--- src/rtl/alu_seq_pkg.sv ---
// Shared types and constants for the ALU operation sequencer: opcodes, FSM
// states, flag bit positions and the latched command payload.
package alu_seq_pkg;

  localparam int unsigned WIDTH     = 32;
  localparam int unsigned OPW       = 4;
  localparam int unsigned MUL_ITERS = WIDTH;
  localparam int unsigned CNT_W     = 6;
  localparam int unsigned FLAGS_W   = 4;

  localparam logic [OPW-1:0] OP_ADD = 4'd0;
  localparam logic [OPW-1:0] OP_SUB = 4'd1;
  localparam logic [OPW-1:0] OP_AND = 4'd2;
  localparam logic [OPW-1:0] OP_OR  = 4'd3;
  localparam logic [OPW-1:0] OP_XOR = 4'd4;
  localparam logic [OPW-1:0] OP_NOR = 4'd5;
  localparam logic [OPW-1:0] OP_NOT = 4'd6;
  localparam logic [OPW-1:0] OP_MUL = 4'd7;

  localparam int unsigned FLAG_N = 3;
  localparam int unsigned FLAG_Z = 2;
  localparam int unsigned FLAG_C = 1;
  localparam int unsigned FLAG_V = 0;

  typedef enum logic [1:0] {
    IDLE = 2'd0,
    EXEC = 2'd1,
    MUL  = 2'd2,
    DONE = 2'd3
  } state_e;

  typedef struct packed {
    logic [OPW-1:0]   op;
    logic [WIDTH-1:0] a;
    logic [WIDTH-1:0] b;
    logic             cin;
  } cmd_t;

  function automatic logic op_is_legal(input logic [OPW-1:0] op);
    return op <= OP_MUL;
  endfunction

endpackage

--- src/rtl/alu_op_sequencer_if.sv ---
// Command/response bundle between the issue logic (master) and the sequencer (slave).
interface alu_op_sequencer_if;
  import alu_seq_pkg::*;

  logic               cmd_valid;
  logic               cmd_ready;
  logic [OPW-1:0]     cmd_op;
  logic [WIDTH-1:0]   cmd_a;
  logic [WIDTH-1:0]   cmd_b;
  logic               cmd_cin;
  logic               rsp_valid;
  logic               rsp_ready;
  logic [WIDTH-1:0]   rsp_result;
  logic [WIDTH-1:0]   rsp_hi;
  logic [FLAGS_W-1:0] rsp_flags;
  logic               rsp_err;
  logic               busy;

  modport master (
    output cmd_valid, cmd_op, cmd_a, cmd_b, cmd_cin, rsp_ready,
    input  cmd_ready, rsp_valid, rsp_result, rsp_hi, rsp_flags, rsp_err, busy
  );

  modport slave (
    input  cmd_valid, cmd_op, cmd_a, cmd_b, cmd_cin, rsp_ready,
    output cmd_ready, rsp_valid, rsp_result, rsp_hi, rsp_flags, rsp_err, busy
  );

endinterface

--- src/rtl/alu_datapath_32.sv ---
// Combinational ALU: arithmetic and logic units behind an opcode mux.
// carry is carry-out for ADD, borrow-out for SUB, 0 otherwise.
module alu_datapath_32
  import alu_seq_pkg::*;
(
  input  logic [OPW-1:0]   op,
  input  logic [WIDTH-1:0] a,
  input  logic [WIDTH-1:0] b,
  input  logic             cin,
  output logic [WIDTH-1:0] result,
  output logic             carry,
  output logic             ovf
);

  logic [WIDTH-1:0] add_sum;
  logic             add_cout;
  logic [WIDTH-1:0] sub_diff;
  logic             sub_bout;
  logic [WIDTH-1:0] and_y, or_y, xor_y, nor_y, not_y;

  full_adder_32bit u_add (
    .a    (a),
    .b    (b),
    .cin  (cin),
    .sum  (add_sum),
    .cout (add_cout)
  );

  full_subtractor_32bit u_sub (
    .a    (a),
    .b    (b),
    .bin  (cin),
    .diff (sub_diff),
    .bout (sub_bout)
  );

  logic_gates_32bit u_logic (
    .a     (a),
    .b     (b),
    .and_y (and_y),
    .or_y  (or_y),
    .xor_y (xor_y),
    .nor_y (nor_y),
    .not_y (not_y)
  );

  always_comb begin
    result = '0;
    carry  = 1'b0;
    ovf    = 1'b0;
    case (op)
      OP_ADD: begin
        result = add_sum;
        carry  = add_cout;
        ovf    = (a[WIDTH-1] == b[WIDTH-1]) && (add_sum[WIDTH-1] != a[WIDTH-1]);
      end
      OP_SUB: begin
        result = sub_diff;
        carry  = sub_bout;
        ovf    = (a[WIDTH-1] != b[WIDTH-1]) && (sub_diff[WIDTH-1] != a[WIDTH-1]);
      end
      OP_AND:  result = and_y;
      OP_OR:   result = or_y;
      OP_XOR:  result = xor_y;
      OP_NOR:  result = nor_y;
      OP_NOT:  result = not_y;
      default: result = '0;
    endcase
  end

endmodule

--- src/rtl/full_adder_32bit.sv ---
// 32-bit adder with carry-in and carry-out.
module full_adder_32bit
  import alu_seq_pkg::*;
(
  input  logic [WIDTH-1:0] a,
  input  logic [WIDTH-1:0] b,
  input  logic             cin,
  output logic [WIDTH-1:0] sum,
  output logic             cout
);

  logic [WIDTH:0] total;

  assign total = {1'b0, a} + {1'b0, b} + (WIDTH+1)'(cin);
  assign sum   = total[WIDTH-1:0];
  assign cout  = total[WIDTH];

endmodule

--- src/rtl/full_subtractor_32bit.sv ---
// 32-bit subtractor with borrow-in and borrow-out.
module full_subtractor_32bit
  import alu_seq_pkg::*;
(
  input  logic [WIDTH-1:0] a,
  input  logic [WIDTH-1:0] b,
  input  logic             bin,
  output logic [WIDTH-1:0] diff,
  output logic             bout
);

  logic [WIDTH:0] total;

  // A 33-bit wrap leaves bit 32 set exactly when A < B + bin.
  assign total = {1'b0, a} - {1'b0, b} - (WIDTH+1)'(bin);
  assign diff  = total[WIDTH-1:0];
  assign bout  = total[WIDTH];

endmodule

--- src/rtl/logic_gates_32bit.sv ---
// Bitwise AND/OR/XOR/NOR and NOT(A) over 32-bit operands.
module logic_gates_32bit
  import alu_seq_pkg::*;
(
  input  logic [WIDTH-1:0] a,
  input  logic [WIDTH-1:0] b,
  output logic [WIDTH-1:0] and_y,
  output logic [WIDTH-1:0] or_y,
  output logic [WIDTH-1:0] xor_y,
  output logic [WIDTH-1:0] nor_y,
  output logic [WIDTH-1:0] not_y
);

  assign and_y = a & b;
  assign or_y  = a | b;
  assign xor_y = a ^ b;
  assign nor_y = ~(a | b);
  assign not_y = ~a;

endmodule

--- src/rtl/alu_op_sequencer.sv ---
// Single-command ALU sequencer: one-cycle ops via EXEC, 32-cycle shift-add
// multiply via MUL reusing the datapath adder, response held in DONE.
module alu_op_sequencer
  import alu_seq_pkg::*;
(
  input  logic              clk,
  input  logic              rst,
  alu_op_sequencer_if.slave bus
);

  localparam int unsigned PW = 2 * WIDTH;

  state_e             state_q, state_d;
  cmd_t               cmd_q, cmd_d;
  logic [PW-1:0]      prod_q, prod_d;
  logic [CNT_W-1:0]   cnt_q, cnt_d;
  logic [WIDTH-1:0]   res_q, res_d;
  logic [WIDTH-1:0]   hi_q, hi_d;
  logic [FLAGS_W-1:0] flags_q, flags_d;
  logic               err_q, err_d;
  logic               rsp_valid_q, rsp_valid_d;
  logic               cmd_ready_q, cmd_ready_d;
  logic               busy_q, busy_d;

  logic [OPW-1:0]     dp_op;
  logic [WIDTH-1:0]   dp_a, dp_b, dp_result;
  logic               dp_cin, dp_carry, dp_ovf;
  logic               mul_last;

  alu_datapath_32 u_dp (
    .op     (dp_op),
    .a      (dp_a),
    .b      (dp_b),
    .cin    (dp_cin),
    .result (dp_result),
    .carry  (dp_carry),
    .ovf    (dp_ovf)
  );

  assign mul_last = (cnt_q == CNT_W'(MUL_ITERS - 1));

  always_ff @(posedge clk or posedge rst) begin
    if (rst) state_q <= IDLE;
    else     state_q <= state_d;
  end

  always_comb begin
    state_d = state_q;
    case (state_q)
      IDLE:    if (bus.cmd_valid) state_d = (bus.cmd_op == OP_MUL) ? MUL : EXEC;
      EXEC:    state_d = DONE;
      MUL:     if (mul_last) state_d = DONE;
      DONE:    if (bus.rsp_ready) state_d = IDLE;
      default: state_d = IDLE;
    endcase
  end

  always_comb begin
    cmd_d   = cmd_q;
    prod_d  = prod_q;
    cnt_d   = cnt_q;
    res_d   = res_q;
    hi_d    = hi_q;
    flags_d = flags_q;
    err_d   = err_q;
    dp_op   = cmd_q.op;
    dp_a    = cmd_q.a;
    dp_b    = cmd_q.b;
    dp_cin  = cmd_q.cin;
    case (state_q)
      IDLE: begin
        if (bus.cmd_valid) begin
          cmd_d.op  = bus.cmd_op;
          cmd_d.a   = bus.cmd_a;
          cmd_d.b   = bus.cmd_b;
          cmd_d.cin = bus.cmd_cin;
          prod_d    = {{WIDTH{1'b0}}, bus.cmd_b};
          cnt_d     = '0;
        end
      end
      EXEC: begin
        hi_d    = '0;
        flags_d = '0;
        if (op_is_legal(cmd_q.op)) begin
          res_d           = dp_result;
          err_d           = 1'b0;
          flags_d[FLAG_N] = dp_result[WIDTH-1];
          flags_d[FLAG_Z] = (dp_result == '0);
          flags_d[FLAG_C] = dp_carry;
          flags_d[FLAG_V] = dp_ovf;
        end else begin
          res_d = '0;
          err_d = 1'b1;
        end
      end
      MUL: begin
        // Upper half plus multiplicand through the shared adder, carry kept as bit 63.
        dp_op  = OP_ADD;
        dp_a   = prod_q[PW-1:WIDTH];
        dp_b   = cmd_q.a;
        dp_cin = 1'b0;
        if (prod_q[0]) prod_d = {dp_carry, dp_result, prod_q[WIDTH-1:1]};
        else           prod_d = {1'b0, prod_q[PW-1:1]};
        if (mul_last) begin
          cnt_d           = '0;
          res_d           = prod_d[WIDTH-1:0];
          hi_d            = prod_d[PW-1:WIDTH];
          err_d           = 1'b0;
          flags_d         = '0;
          flags_d[FLAG_N] = prod_d[PW-1];
          flags_d[FLAG_Z] = (prod_d == '0);
          flags_d[FLAG_C] = (prod_d[PW-1:WIDTH] != '0);
        end else begin
          cnt_d = cnt_q + CNT_W'(1);
        end
      end
      default: ;
    endcase
    rsp_valid_d = (state_d == DONE);
    cmd_ready_d = (state_d == IDLE);
    busy_d      = (state_d != IDLE);
  end

  always_ff @(posedge clk or posedge rst) begin
    if (rst) begin
      cmd_q       <= '0;
      prod_q      <= '0;
      cnt_q       <= '0;
      res_q       <= '0;
      hi_q        <= '0;
      flags_q     <= '0;
      err_q       <= 1'b0;
      rsp_valid_q <= 1'b0;
      cmd_ready_q <= 1'b1;
      busy_q      <= 1'b0;
    end else begin
      cmd_q       <= cmd_d;
      prod_q      <= prod_d;
      cnt_q       <= cnt_d;
      res_q       <= res_d;
      hi_q        <= hi_d;
      flags_q     <= flags_d;
      err_q       <= err_d;
      rsp_valid_q <= rsp_valid_d;
      cmd_ready_q <= cmd_ready_d;
      busy_q      <= busy_d;
    end
  end

  assign bus.cmd_ready  = cmd_ready_q;
  assign bus.rsp_valid  = rsp_valid_q;
  assign bus.rsp_result = res_q;
  assign bus.rsp_hi     = hi_q;
  assign bus.rsp_flags  = flags_q;
  assign bus.rsp_err    = err_q;
  assign bus.busy       = busy_q;

endmodule
--- src/flat_wrapper.sv ---
// flat-port wrapper written by rule: the top's interface ports become plain ports
module alu_op_sequencer_flat import alu_seq_pkg::*;
  (clk, rst, bus_cmd_valid, bus_cmd_op, bus_cmd_a, bus_cmd_b, bus_cmd_cin, bus_rsp_ready, bus_cmd_ready, bus_rsp_valid, bus_rsp_result, bus_rsp_hi, bus_rsp_flags, bus_rsp_err, bus_busy);
  alu_op_sequencer_if bus_i ();
  input  logic clk;
  input  logic rst;
  input wire logic [$bits(bus_i.cmd_valid)-1:0] bus_cmd_valid;
  input wire logic [$bits(bus_i.cmd_op)-1:0] bus_cmd_op;
  input wire logic [$bits(bus_i.cmd_a)-1:0] bus_cmd_a;
  input wire logic [$bits(bus_i.cmd_b)-1:0] bus_cmd_b;
  input wire logic [$bits(bus_i.cmd_cin)-1:0] bus_cmd_cin;
  input wire logic [$bits(bus_i.rsp_ready)-1:0] bus_rsp_ready;
  output wire logic [$bits(bus_i.cmd_ready)-1:0] bus_cmd_ready;
  output wire logic [$bits(bus_i.rsp_valid)-1:0] bus_rsp_valid;
  output wire logic [$bits(bus_i.rsp_result)-1:0] bus_rsp_result;
  output wire logic [$bits(bus_i.rsp_hi)-1:0] bus_rsp_hi;
  output wire logic [$bits(bus_i.rsp_flags)-1:0] bus_rsp_flags;
  output wire logic [$bits(bus_i.rsp_err)-1:0] bus_rsp_err;
  output wire logic [$bits(bus_i.busy)-1:0] bus_busy;
  assign bus_i.cmd_valid = bus_cmd_valid;
  assign bus_i.cmd_op = bus_cmd_op;
  assign bus_i.cmd_a = bus_cmd_a;
  assign bus_i.cmd_b = bus_cmd_b;
  assign bus_i.cmd_cin = bus_cmd_cin;
  assign bus_i.rsp_ready = bus_rsp_ready;
  assign bus_cmd_ready = bus_i.cmd_ready;
  assign bus_rsp_valid = bus_i.rsp_valid;
  assign bus_rsp_result = bus_i.rsp_result;
  assign bus_rsp_hi = bus_i.rsp_hi;
  assign bus_rsp_flags = bus_i.rsp_flags;
  assign bus_rsp_err = bus_i.rsp_err;
  assign bus_busy = bus_i.busy;
  alu_op_sequencer u_core (.clk(clk), .rst(rst), .bus(bus_i));
endmodule
--- config.mk ---
export PLATFORM = sky130hd
export DESIGN_NAME = alu_op_sequencer_flat
export DESIGN_NICKNAME = d
export VERILOG_FILES = /design/src/rtl/alu_seq_pkg.sv /design/src/rtl/alu_op_sequencer_if.sv /design/src/rtl/alu_datapath_32.sv /design/src/rtl/full_adder_32bit.sv /design/src/rtl/full_subtractor_32bit.sv /design/src/rtl/logic_gates_32bit.sv /design/src/rtl/alu_op_sequencer.sv /design/src/flat_wrapper.sv
export SDC_FILE = /design/constraint.sdc
export NUM_CORES = 1
export LEC_CHECK = 0
export BUFFER_PORTS_ARGS = -buffer_cell sky130_fd_sc_hd__buf_2
export CORE_AREA = 2 2 196 198
export DETAILED_ROUTE_END_ITERATION = 10
export DIE_AREA = 0 0 198 200
export PLACE_DENSITY_LB_ADDON = 0.25
export SLEW_MARGIN = 25
export SYNTH_ARGS = -nofsm -noshare
export SYNTH_HDL_FRONTEND = slang
export SYNTH_SLANG_ARGS = --single-unit
--- constraint.sdc ---
create_clock -name clk -period 13.8 [get_ports clk]
set_input_delay 4.14 -clock clk [delete_from_list [all_inputs] [get_ports clk]]
set_output_delay 4.14 -clock clk [all_outputs]
set_load 0.005 [all_outputs]
==> results.cfg <==
[route]
drt_iter0_markers = 2095
vias_per_cell = 6.11
vias = 16385
route.detailed.wl_per_inst_um = 22.8
dr.pass1.iters = 6
routed_wl_um = 61200
ant_nets = 0
drc = 0

[cts]
cts_inserted_buffers = 24
htreeDepth = 1
clk_pin_slew_ns = 0.06
post_cts_buffers = 0
cts_resized = 0
cts-root-buf = clkbuf_16
cts_tree = built
cts.path.max_buffers = 3
holdBufCountCts = 0
worstSkewPairLatency_ns = 0.55
cts_num_sinks = 213

[synthesis]
synth_top_family_by_area = simple AND/OR/NAND/NOR gates
yosysWarnings = 0
ys.flop_type = dfrtp_1
yosys.area.top_type_share = 0.326
syn-num-nets = 2272
syn-cell-area_um2 = 16300
synth-xor-area-share = 0.0215
synth_cells = 2072
ys_seq_area_frac = 0.328
ys_ff_latch = 213
yosys.area.top_type = dfrtp_1
synth-simple-area-share = 0.244
async_flop_share = 1.00
synthMuxAreaShare = 0.0405
ys_types = 98
synth-adder-area-share = 0.0992
syn_avg_cell_area_um2 = 7.85
synth_edf_count = 0
synth_area_leaders = dfrtp_1, nand2_1, ha_1
synth_compound_area_frac = 0.205

[worst_hold_path]
hold_class = reg2reg
whs_endpoint = u_core.bus.rsp_result[0]
min_from = u_core.bus.rsp_result[0]
min_path_cells = 2

[timing]
setup_viol = 0
hold_violations = 0
maxSlewHeadroom = 0.251
finalCritPeriodShare = 0.549
fin_worst_skew_ns = 0.0168
max_freq_mhz = 132
period_needed_ns = 7.57
worst_pin_slew_ns = 1.11
tns_ns = 0
grt_setup_unrepaired = false
maxSlewViolCount = 0

[critical_path]
startpoint_type = flop
crit_path_end_kind = flop
path_class = reg2reg
path_max_fanout = 49
critPathArrivalTime_ns = 7.99
ff2ff_path_depth = 20
cp.required_ns = 14.22
reg2reg_from = u_core.state_q[1]
rr_endpoint = u_core.bus.rsp_flags[1]
r2r_slack_ns = 6.23

[die]
die_h_um = 200
die_w_um = 198
coreArea_um2 = 37400
rows = 71
io_pins = 145
initial_core_util = 0.435
die-area_um2 = 39600

[global_routing]
antenna_found_initial = 0
grt_pass1_wl_um = 91700
grt.total_usage = 0.305
gr-total-overflow = 0
grt_max_degree = 100
grt_pass1_vias = 15172

[layout]
fin_util = 0.487
finalInstanceArea_um2 = 18200
final_nets = 2352
fillers = 3690
area_growth_syn_to_layout_pct = 12.0
drive_above_1_share = 0.119

[placed_design]
gp_congestion = 0.979
placed_cell_area_um2 = 17400
dp_hpwl_um = 46300
io_buffers = 144

[status]
outcome = finished, final reports clean

[job]
drv_cap = 0
[cells in the mapped netlist (8+ instances only)]
library cell and instances:
nand2_1 522, dfrtp_1 212, inv_1 136, ha_1 125
nor2_1 120, o21ai_0 104, a21oi_1 94, clkbuf_1 77
mux2i_1 58, nand3_1 57, nor3_1 37, a22o_1 34
xnor2_1 30, o211ai_1 29, a31oi_1 28, nor4_1 28
nand4_1 24, o21a_1 20, a211oi_1 18, buf_2 16
a21o_1 15, and3_1 15, nand2b_1 15, and2_1 13
buf_1 13, nor2b_1 13, o31ai_1 13, o22ai_1 12
a221o_1 10, xor2_1 10, a221oi_1 9, o21bai_1 8
or3_1 8
[layout by cell type (no fill, tap or decap), drive strengths merged, types with 10 or more instances in the layout]
cell type and instances:
xnor2 30, nand2b 15, o211ai 29, nand2 522, nor4 28, a221oi 11
a21oi 95, o21a 20, a22o 34, buf 168, dfrtp 212, nor2 121
and3 15, ha 125, xor2 10, nor3 37, clkbuf 31, nor2b 13
nand3 57, o22ai 12, a221o 10, a31oi 28, and2 13, o31ai 14
o21ai 107, nand4 24, inv 139, a211oi 21, a21o 15, mux2i 59
[layer usage]
metal | wire [µm] | GRT usage | vias up | share of wire
met5 | 0 | 0 | - | 0
li1 | - | - | 7410 | -
met4 | 2420 | 0.115 | 0 | 0.040
met2 | 25100 | 0.438 | 942 | 0.41
met1 | 27900 | 0.459 | 7908 | 0.46
met3 | 5830 | 0.0459 | 125 | 0.095
[worst max-delay path: stages, from the launching register on]
cell	delay [ns]
dfrtp_1	0.64
and2b_4	0.62
buf_4	0.57
buf_4	0.64
mux2_2	0.44
inv_1	0.09
ha_1	0.32
inv_1	0.15
ha_1	0.43
nand2_1	0.12
or2_2	0.34
o211ai_1	0.19
o21ai_0	0.12
nor4b_2	0.44
a21oi_1	0.13
nor4b_1	0.91
a21oi_1	0.41
a211oi_1	0.26
and4bb_1	0.21
nand4_1	0.11
a21bo_1	0.22
[cell type report]
class | count | area (µm²) | area share
clock inverter | 13 | 134 | 0.00735
clock buffer | 31 | 698 | 0.0383
antenna | 1 | 2.50 | 0.000137
sequential | 213 | 5330 | 0.293
multi-input combinational | 1608 | 9980 | 0.548
inverter | 137 | 522 | 0.0286
tap | 511 | 639 | 0.0351
timing repair buffer | 168 | 901 | 0.0495
[registers in the layout (all words and copies together), names as in the netlist]
register	cells
u_core.bus.cmd_ready	1
u_core.bus.busy	1
u_core.bus.rsp_result	32
u_core.cnt_q	6
u_core.cmd_q	69
u_core.bus.rsp_hi	32
u_core.bus.rsp_valid	1
u_core.bus.rsp_err	1
u_core.state_q	2
u_core.bus.rsp_flags	4
u_core.prod_q	64
[worst max path at each step]
stage                                 start  cells past startpoint                      end
final                     u_core.state_q[1]                     20  u_core.bus.rsp_flags[1]
after global routing      u_core.state_q[1]                     20  u_core.bus.rsp_flags[1]
after CTS                 u_core.state_q[1]                     20  u_core.bus.rsp_flags[1]
after detailed placement  u_core.state_q[1]                     18  u_core.bus.rsp_flags[1]
after global placement    u_core.state_q[1]                     20  u_core.bus.rsp_flags[1]
after floorplan                         rst                      1          u_core.bus.busy
[cell families after synthesis]
logic type | after synthesis
AND/OR/NAND/NOR | 894
flip-flops | 213
XOR/XNOR | 40
AO/OA/AOI/OAI | 482
adder cells (fa/ha/maj) | 128
buffers and inverters | 251
multiplexers | 64
[metrics by stage]
stage,instances,worst slack (ns),hold slack [ns]
6_report,2682,6.23,0.467
4_1_cts,2681,6.45,0.464
3_3_place_gp,2637,6.73,0.445
2_1_floorplan,2072,3.84,0.445
5_1_grt,2681,5.92,0.477
3_5_place_dp,2637,6.57,0.452
Power is left out: the tool's default activity adds up to more than one toggle a clock period on the data nets, which glitch-free logic cannot reach.
